File: config.mk
export PLATFORM = sky130hd
export DESIGN_NAME = asyn_fifo_rd_ctrl
export DESIGN_NICKNAME = d
export VERILOG_FILES = /design/src/rtl/asyn_fifo_pkg.sv /design/src/rtl/gray_ptr_sync_n.sv /design/src/rtl/asyn_fifo_rd_ctrl.sv
export SDC_FILE = /design/constraint.sdc
export NUM_CORES = 1
export LEC_CHECK = 0
export CORE_ASPECT_RATIO = 2
export CORE_MARGIN = 1
export CORE_UTILIZATION = 54
export DETAILED_ROUTE_END_ITERATION = 6
export DONT_BUFFER_PORTS = 1
export PLACE_DENSITY_LB_ADDON = 0.12
export SYNTH_ARGS = -nofsm -noshare
export SYNTH_HDL_FRONTEND = slang
export SYNTH_SLANG_ARGS = --single-unit
export TNS_END_PERCENT = 5
File: constraint.sdc
create_clock -name read_clk -period 3.88 [get_ports read_clk]
set_input_delay 1.164 -clock read_clk [delete_from_list [all_inputs] [get_ports read_clk]]
set_output_delay 1.164 -clock read_clk [all_outputs]
set_load 0.1 [all_outputs]
File: src/rtl/asyn_fifo_pkg.sv
// Shared definitions for the async FIFO: Gray/binary conversion and
// synchroniser depth limits used by both domain controllers.
package asyn_fifo_pkg;

    localparam int unsigned DEF_ADDR_WIDTH  = 6;
    localparam int unsigned DEF_PTR_W       = DEF_ADDR_WIDTH + 1;
    localparam int unsigned SYNC_STAGES_MIN = 2;
    localparam int unsigned SYNC_STAGES_MAX = 4;

    // Widest pointer the helpers handle. Callers zero-extend into this width
    // and size-cast the result back to their own pointer width.
    localparam int unsigned PTR_MAX_W = 32;
    typedef logic [PTR_MAX_W-1:0] ptr_max_t;

    function automatic ptr_max_t bin2gray(input ptr_max_t b);
        return b ^ (b >> 1);
    endfunction

    // Prefix XOR from the MSB down. Leading zeros from zero-extension do not
    // affect the lower bits, so the result is width generic.
    function automatic ptr_max_t gray2bin(input ptr_max_t g);
        ptr_max_t b;
        b = g;
        for (int unsigned s = 1; s < PTR_MAX_W; s = s << 1) begin
            b = b ^ (b >> s);
        end
        return b;
    endfunction

endpackage

File: src/rtl/gray_ptr_sync_n.sv
// N-flop synchroniser for a Gray-coded pointer crossing clock domains.
// Pure flop chain; no logic between stages.
module gray_ptr_sync_n #(
    parameter int unsigned WIDTH  = 7,
    parameter int unsigned STAGES = 2
) (
    input  logic             clk,
    input  logic             rst_n,
    input  logic [WIDTH-1:0] d,
    output logic [WIDTH-1:0] q
);

    logic [WIDTH-1:0] sync_q [STAGES];

    always_ff @(posedge clk or negedge rst_n) begin
        if (!rst_n) begin
            for (int unsigned i = 0; i < STAGES; i++) begin
                sync_q[i] <= '0;
            end
        end else begin
            sync_q[0] <= d;
            for (int unsigned i = 1; i < STAGES; i++) begin
                sync_q[i] <= sync_q[i-1];
            end
        end
    end

    assign q = sync_q[STAGES-1];

endmodule

File: src/rtl/asyn_fifo_rd_ctrl.sv
// Read-domain control of the async FIFO: read pointer, RAM read address and
// registered empty / almost_empty / level / sticky underflow status.
module asyn_fifo_rd_ctrl
    import asyn_fifo_pkg::*;
#(
    parameter int unsigned ADDR_WIDTH  = DEF_ADDR_WIDTH,
    parameter int unsigned SYNC_STAGES = 2,
    parameter int unsigned AE_THRESH   = 4
) (
    input  logic                  read_clk,
    input  logic                  read_rst_n,
    input  logic [ADDR_WIDTH:0]   write_ptr,
    input  logic                  read_en,
    input  logic                  underflow_clr,
    output logic [ADDR_WIDTH-1:0] read_addr,
    output logic [ADDR_WIDTH:0]   read_ptr_gray,
    output logic [ADDR_WIDTH:0]   sync_write_ptr,
    output logic                  empty,
    output logic                  almost_empty,
    output logic [ADDR_WIDTH:0]   read_level,
    output logic                  underflow
);

    localparam int unsigned PTR_W = ADDR_WIDTH + 1;
    localparam logic [PTR_W-1:0] AE_LIMIT = PTR_W'(AE_THRESH);

    generate
        if (SYNC_STAGES < SYNC_STAGES_MIN || SYNC_STAGES > SYNC_STAGES_MAX) begin : g_bad_sync
            $error("asyn_fifo_rd_ctrl: SYNC_STAGES out of range 2..4");
        end
        if (AE_THRESH >= (1 << ADDR_WIDTH)) begin : g_bad_thresh
            $error("asyn_fifo_rd_ctrl: AE_THRESH must be below the FIFO depth");
        end
    endgenerate

    logic [PTR_W-1:0] rd_bin;
    logic [PTR_W-1:0] wbin;
    logic [PTR_W-1:0] rd_bin_next;
    logic [PTR_W-1:0] rd_gray_next;
    logic [PTR_W-1:0] level_next;
    logic             rd_fire;

    gray_ptr_sync_n #(
        .WIDTH  (PTR_W),
        .STAGES (SYNC_STAGES)
    ) u_wptr_sync (
        .clk   (read_clk),
        .rst_n (read_rst_n),
        .d     (write_ptr),
        .q     (sync_write_ptr)
    );

    // Modulo-2**PTR_W arithmetic keeps level correct across pointer wrap;
    // MSB-different / rest-equal decodes to a full level, not empty.
    always_comb begin
        wbin         = PTR_W'(gray2bin(ptr_max_t'(sync_write_ptr)));
        rd_fire      = read_en & ~empty;
        rd_bin_next  = rd_bin + PTR_W'(rd_fire);
        rd_gray_next = PTR_W'(bin2gray(ptr_max_t'(rd_bin_next)));
        level_next   = wbin - rd_bin_next;
    end

    always_ff @(posedge read_clk or negedge read_rst_n) begin
        if (!read_rst_n) begin
            rd_bin        <= '0;
            read_ptr_gray <= '0;
            empty         <= 1'b1;
            almost_empty  <= 1'b1;
            read_level    <= '0;
            underflow     <= 1'b0;
        end else begin
            rd_bin        <= rd_bin_next;
            read_ptr_gray <= rd_gray_next;
            empty         <= (rd_gray_next == sync_write_ptr);
            almost_empty  <= (level_next <= AE_LIMIT);
            read_level    <= level_next;
            // Set has priority over a simultaneous clear.
            if (read_en && empty) begin
                underflow <= 1'b1;
            end else if (underflow_clr) begin
                underflow <= 1'b0;
            end
        end
    end

    assign read_addr = rd_bin[ADDR_WIDTH-1:0];

endmodule

### After elaboration in Yosys (flattened, before gate mapping)

Index checks and enable logic that the tools add are counted.

* bits in registers: 38
* input bits: 11
* output and inout bits: 30
* logic and storage cells: 24

* $add $sub $neg: 2
* $lt $le $gt $ge: 1
* equality and inequality tests: 1
* multiplexer cells: 2
* bitwise gates (word level): 8
* reductions and logical operators: 2

Operator list (number)
* $xor 7x1->7 const B: 2
* $xor 7x6->7: 2
* $add 7x1->7: 1
* $eq 7x7->1: 1
* $le 7x3->1 const B: 1
* $sub 7x7->7: 1
* $xor 7x3->7: 1
* $xor 7x5->7: 1
* $mux 1: 2
* $reduce_bool 2->1: 1
* $and 1x1->1: 1
* $logic_and 1x1->1: 1
* $not 1->1: 1

### Logic depth before layout (Yosys ltp)

* depth after elaboration: 7
* depth in mapped cells: 14
* gate-level depth less buffers: 14

### By module

A second synthesis with hierarchy kept.

* cells, all modules: 148
* area total of the unflattened synthesis: 1750.4 µm²

Modules (own cells, without submodules)
* asyn_fifo_rd_ctrl: times used 1, cells each 127, area an instance 1347.5 µm²
* gray_ptr_sync_n: times used 1, cells each 21, area an instance 402.9 µm²

### Worst setup path before layout

No wires, ideal clock.

* path kind: input -> register
* start point: in read_en
* end point: reg almost_empty
* setup time: 0.081 ns
* arrival: 3.476 ns
* required time: 3.799 ns
* setup slack: 0.323 ns
* stages on the path: 10
* cell sequence: nor2b_1 -> ha_1 -> xnor2_1 -> ha_1 -> a21oi_1 -> nor2_1 -> maj3_2 -> o31ai_2 -> xnor2_1 -> a211oi_2

* word-level cells in the longest chain between the ends: 4

Ends and longest elaborated chain
* start, declared: line asyn_fifo_rd_ctrl.sv:13 `input logic read_en,`
* $and 1x1->1: line asyn_fifo_rd_ctrl.sv:57 `rd_fire = read_en & ~empty;`
* $add 7x1->7: line asyn_fifo_rd_ctrl.sv:58 `rd_bin_next = rd_bin + PTR_W'(rd_fire);`
* $sub 7x7->7: line asyn_fifo_rd_ctrl.sv:60 `level_next = wbin - rd_bin_next;`
* via level_next[5]: line asyn_fifo_rd_ctrl.sv:40 `logic [PTR_W-1:0] level_next;`
* $le 7x3->1: line asyn_fifo_rd_ctrl.sv:75 `almost_empty <= (level_next <= AE_LIMIT);`
* end signal, assigned: line asyn_fifo_rd_ctrl.sv:75
* end, declared: line asyn_fifo_rd_ctrl.sv:19 `output logic almost_empty,`

The timed path passes the listed nets, and every way through them passes these cells.
A chain may end at the register's enable or synchronous reset.

### Worst setup path in the final report

* start point: reg u_wptr_sync.sync_q, in the netlist u_wptr_sync.q[6]
* end point: reg almost_empty

* word-level cells in the longest chain between the ends: 7

Ends and longest elaborated chain
* start, declared: line gray_ptr_sync_n.sv:13 `logic [WIDTH-1:0] sync_q [STAGES];`
* start signal, assigned by index: line gray_ptr_sync_n.sv:23 `sync_q[i] <= sync_q[i-1];`
* $xor 7x6->7: line asyn_fifo_pkg.sv:25 `b = b ^ (b >> s);`
* $xor 7x5->7: line asyn_fifo_pkg.sv:25
* $xor 7x3->7: line asyn_fifo_pkg.sv:25
* $xor 7x1->7 (2 in a row): line asyn_fifo_pkg.sv:25
* $sub 7x7->7: line asyn_fifo_rd_ctrl.sv:60
* $le 7x3->1: line asyn_fifo_rd_ctrl.sv:75

No other way between the ends.

==> impl_table.tex <==
\begin{tabular}{lr}
\hline
Metric & Value \\
\hline
\multicolumn{2}{l}{\textbf{GRT}} \\
\quad Global-route wire length before repair & 5270 um \\
\quad Number of antenna violations at the first check in global routing & 0 \\
\quad Largest net degree at the start of global routing & 38 \\
\quad Number of global-route vias before repair & 1165 \\
\quad Residual overflow from global routing & 0 \\
\quad Global-route usage over all layers & 21.0\% \\
\multicolumn{2}{l}{\textbf{STA}} \\
\quad Headroom to the max-slew limit & 40.3\% \\
\quad Least-Margin Pin Slew & 0.895 ns \\
\quad Summed negative setup slack over all endpoints & 0 ns \\
\quad Setup repair after global routing missed its margin & false \\
\quad Highest clock frequency the design can meet & 279 MHz \\
\quad Slew Viols, Final & 0 \\
\quad Final Cycle Share & 92.4\% \\
\quad Period minus WS final & 3.59 ns \\
\quad Worst hold slack & 0.348 ns \\
\quad Endpoints failing hold & 0 \\
\quad Final critical-path setup slack & 0.293 ns \\
\quad Final-report setup violation count & 0 \\
\quad Post-Route Skew & 0.00643 ns \\
\multicolumn{2}{l}{\textbf{Clock network}} \\
\quad H-tree depth & 2 \\
\quad Later-pin clock latency in the skew report & 0.29 ns \\
\quad CTS tree & built \\
\quad Setup bufs post-CTS & 0 \\
\quad Clock-pin slew on the worst setup and hold paths & 0.07 ns \\
\quad TritonCTS sink count & 37 \\
\quad Clock buffers created by TritonCTS & 5 \\
\quad Root buffer selected by CTS & sky130\_fd\_sc\_hd\_\_clkbuf\_8 \\
\quad Maximum buffer depth of the clock tree & 2 \\
\multicolumn{2}{l}{\textbf{Logic synthesis}} \\
\quad Synth Register Bits & 37 \\
\quad Synthesized net count & 165 \\
\quad Mean cell area of the mapped netlist & 11.9 um2 \\
\quad Synth warn & 0 \\
\quad Post-synth cell types & 40 \\
\quad Syn Std Cell Area & 0.00176 mm2 \\
\quad Sequential-to-total area share from yosys stat & 52.9\% \\
\quad Gate count of the mapped netlist & 148 \\
\multicolumn{2}{l}{\textbf{Final layout}} \\
\quad Area of the multi-input gates & 732 um2 \\
\quad Diode insertion count for antenna repair & 0 \\
\quad Growth of design area from synthesis to finish & 11.5\% \\
\quad Number of fillers in the final layout & 239 \\
\quad Register area & 928 um2 \\
\quad Fraction of layout instances using a drive strength above 1 & 25.2\% \\
\quad Layout net count & 180 \\
\quad Final design area excluding fillers & 0.00196 mm2 \\
\multicolumn{2}{l}{\textbf{Floorplanning}} \\
\quad Die Area & 0.00350 mm2 \\
\quad Top-Level Pins & 41 \\
\quad Core area & 0.00312 mm2 \\
\quad FP Rows & 29 \\
\quad Initial Utilization & 56.3\% \\
\quad Vertical die dimension & 82.6 um \\
\quad DIE WIDTH & 42.3 um \\
\multicolumn{2}{l}{\textbf{Drt}} \\
\quad Average vias per placed instance & 5.66 \\
\quad DR pass1 iterations & 4 \\
\quad Antenna viol nets, final & 0 \\
\quad Routed wire per std cell & 16.8 um \\
\quad Count of routing violations after the opening detailed-route iteration & 19 \\
\quad Total detailed-routing wirelength & 3250 um \\
\quad DRC Markers & 0 \\
\quad Vias post-DR & 1098 \\
\multicolumn{2}{l}{\textbf{Critical path}} \\
\quad Worst endpoint required time & 4.10 ns \\
\quad Critical path class & reg2reg \\
\quad Type of element launching the critical path & flip-flop \\
\quad Critical path capture point type & flip-flop \\
\quad Critical Path Fanout Max & 4 \\
\quad Endpoint arrival time on the critical path & 3.81 ns \\
\multicolumn{2}{l}{\textbf{Place}} \\
\quad PortBufs & 0 \\
\quad Total placed instance area & 0.00186 mm2 \\
\quad Post-place setup slack & 0.266 ns \\
\quad Routability cong. & 0.776 \\
\quad Post-detail-place hpwl & 2410 um \\
\multicolumn{2}{l}{\textbf{Min path}} \\
\quad Path class of the lowest-slack min-delay path & reg2reg \\
\multicolumn{2}{l}{\textbf{Job}} \\
\quad Number of max-cap violations & 0 \\
\multicolumn{2}{l}{\textbf{Status}} \\
\quad Run status & finished clean \\
\hline
\end{tabular}
worst max-delay path: stages (launching register included):
cell and delay (ns):
sky130_fd_sc_hd__dfrtp_1 0.40, sky130_fd_sc_hd__xnor2_2 0.26, sky130_fd_sc_hd__inv_2 0.07, sky130_fd_sc_hd__xnor2_1 0.35, sky130_fd_sc_hd__xnor2_1 0.25, sky130_fd_sc_hd__xor2_2 0.26
sky130_fd_sc_hd__xor2_1 0.21, sky130_fd_sc_hd__ha_1 0.21, sky130_fd_sc_hd__fa_1 0.26, sky130_fd_sc_hd__a22o_1 0.16, sky130_fd_sc_hd__o221ai_2 0.14, sky130_fd_sc_hd__or4_1 0.54
sky130_fd_sc_hd__and3_1 0.22, sky130_fd_sc_hd__a211oi_2 0.17
cell type report:
type | instances | area share, %
flip-flops and latches | 37 | 47.4
clock buffers | 6 | 4.22
well taps | 31 | 1.98
repair buffers | 17 | 6.52
multi-input cells | 91 | 37.4
clock inverters | 1 | 0.383
inverters | 11 | 2.11
cell families (layout without fill, tap and decap cells):
| family | count (synthesis) | count (layout) | synth area share [%] |
|---|---|---|---|
| flip-flops | 37 | 37 | 52.9 |
| AND/OR/NAND/NOR | 32 | 32 | 9.91 |
| XOR/XNOR | 33 | 33 | 17.3 |
| multiplexers | 1 | 1 | 0.641 |
| buffers and inverters | 20 | 35 | 5.84 |
| AO/OA/AOI/OAI | 18 | 18 | 8.05 |
| adder cells (fa/ha/maj) | 7 | 7 | 5.35 |
sequential cells by signal, indices dropped and copies added (netlist names):
signal and count:
read_level 7, read_ptr_gray 6, u_wptr_sync.sync_q 7, almost_empty 1
underflow 1, empty 1, u_wptr_sync.q 7, rd_bin 7
cell usage after synthesis, drive strengths merged:
master | instances | area (um2)
o21ai | 4 | 20.0
nor3 | 3 | 15.0
a211o | 2 | 17.5
a22o | 1 | 8.76
dfrtp | 35 | 876
a31oi | 1 | 6.26
and2 | 3 | 20.0
or3 | 2 | 12.5
ha | 5 | 62.6
o221ai | 1 | 15.0
o2111ai | 1 | 8.76
nor2b | 1 | 6.26
maj3 | 1 | 11.3
xnor2 | 23 | 209
or4 | 1 | 7.51
inv | 11 | 41.3
nand3 | 5 | 25.0
xor2 | 10 | 95.1
o31ai | 1 | 12.5
dfstp | 2 | 52.6
and3 | 4 | 26.3
nand4 | 2 | 12.5
a211oi | 4 | 35.0
nand2b | 1 | 8.76
nand2 | 4 | 15.0
nor2 | 5 | 18.8
a22oi | 1 | 7.51
mux2 | 1 | 11.3
buf | 8 | 57.6
fa | 1 | 20.0
clkbuf | 1 | 3.75
a21oi | 2 | 10.0
nor4 | 1 | 6.26
through the flow:
step	instances	util, %
after floorplan	148	-
after global placement	187	59.6
after detailed placement	187	59.6
after CTS	194	62.5
after global routing	194	62.8
final	194	62.8
placed cells by master (no fill, tap or decap), drive strengths merged, types with 3 or more instances in the layout:
master	synthesis	routed
nor3	3	3
inv	11	11
nand3	5	5
and2	3	3
ha	5	5
o21ai	4	4
clkbuf	1	6
dfrtp	35	35
xor2	10	10
nor2	5	5
buf	8	17
xnor2	23	23
a211oi	4	4
nand2	4	4
and3	4	4
repair_timing:
action / CTS / global route
resized for setup: 0 / 1
endpoints found under the setup margin: 0 / 2
hold buffers: 0 / 0
path summary, 6_finish.rpt:
path | slack [ns] | start | endpoint | cells past startpoint
worst max-delay path | 0.29 | u_wptr_sync.q[6] | almost_empty | 13
worst min-delay path | 0.35 | u_wptr_sync.sync_q[10] | u_wptr_sync.q[3] | 0
worst max register to register | 0.29 | u_wptr_sync.q[6] | almost_empty | 13
worst min register to register | 0.35 | u_wptr_sync.sync_q[10] | u_wptr_sync.q[3] | 0
max in group asynchronous | 3.15 | read_rst_n | almost_empty | 0
min in group asynchronous | 0.56 | read_rst_n | read_ptr_gray[0] | 0
layer usage:
layer | part of all wire, % | global-route usage, % | vias to the layer above
met4 | 2.8 | 11.3 | 0
met5 | 0 | 0 | -
li1 | - | - | 514
met1 | 34 | 18.5 | 538
met3 | 3.8 | 5.00 | 11
met2 | 59 | 41.8 | 35
Power is left out: the tool's default activity adds up to more than one toggle a clock period on the data nets, which glitch-free logic cannot reach.
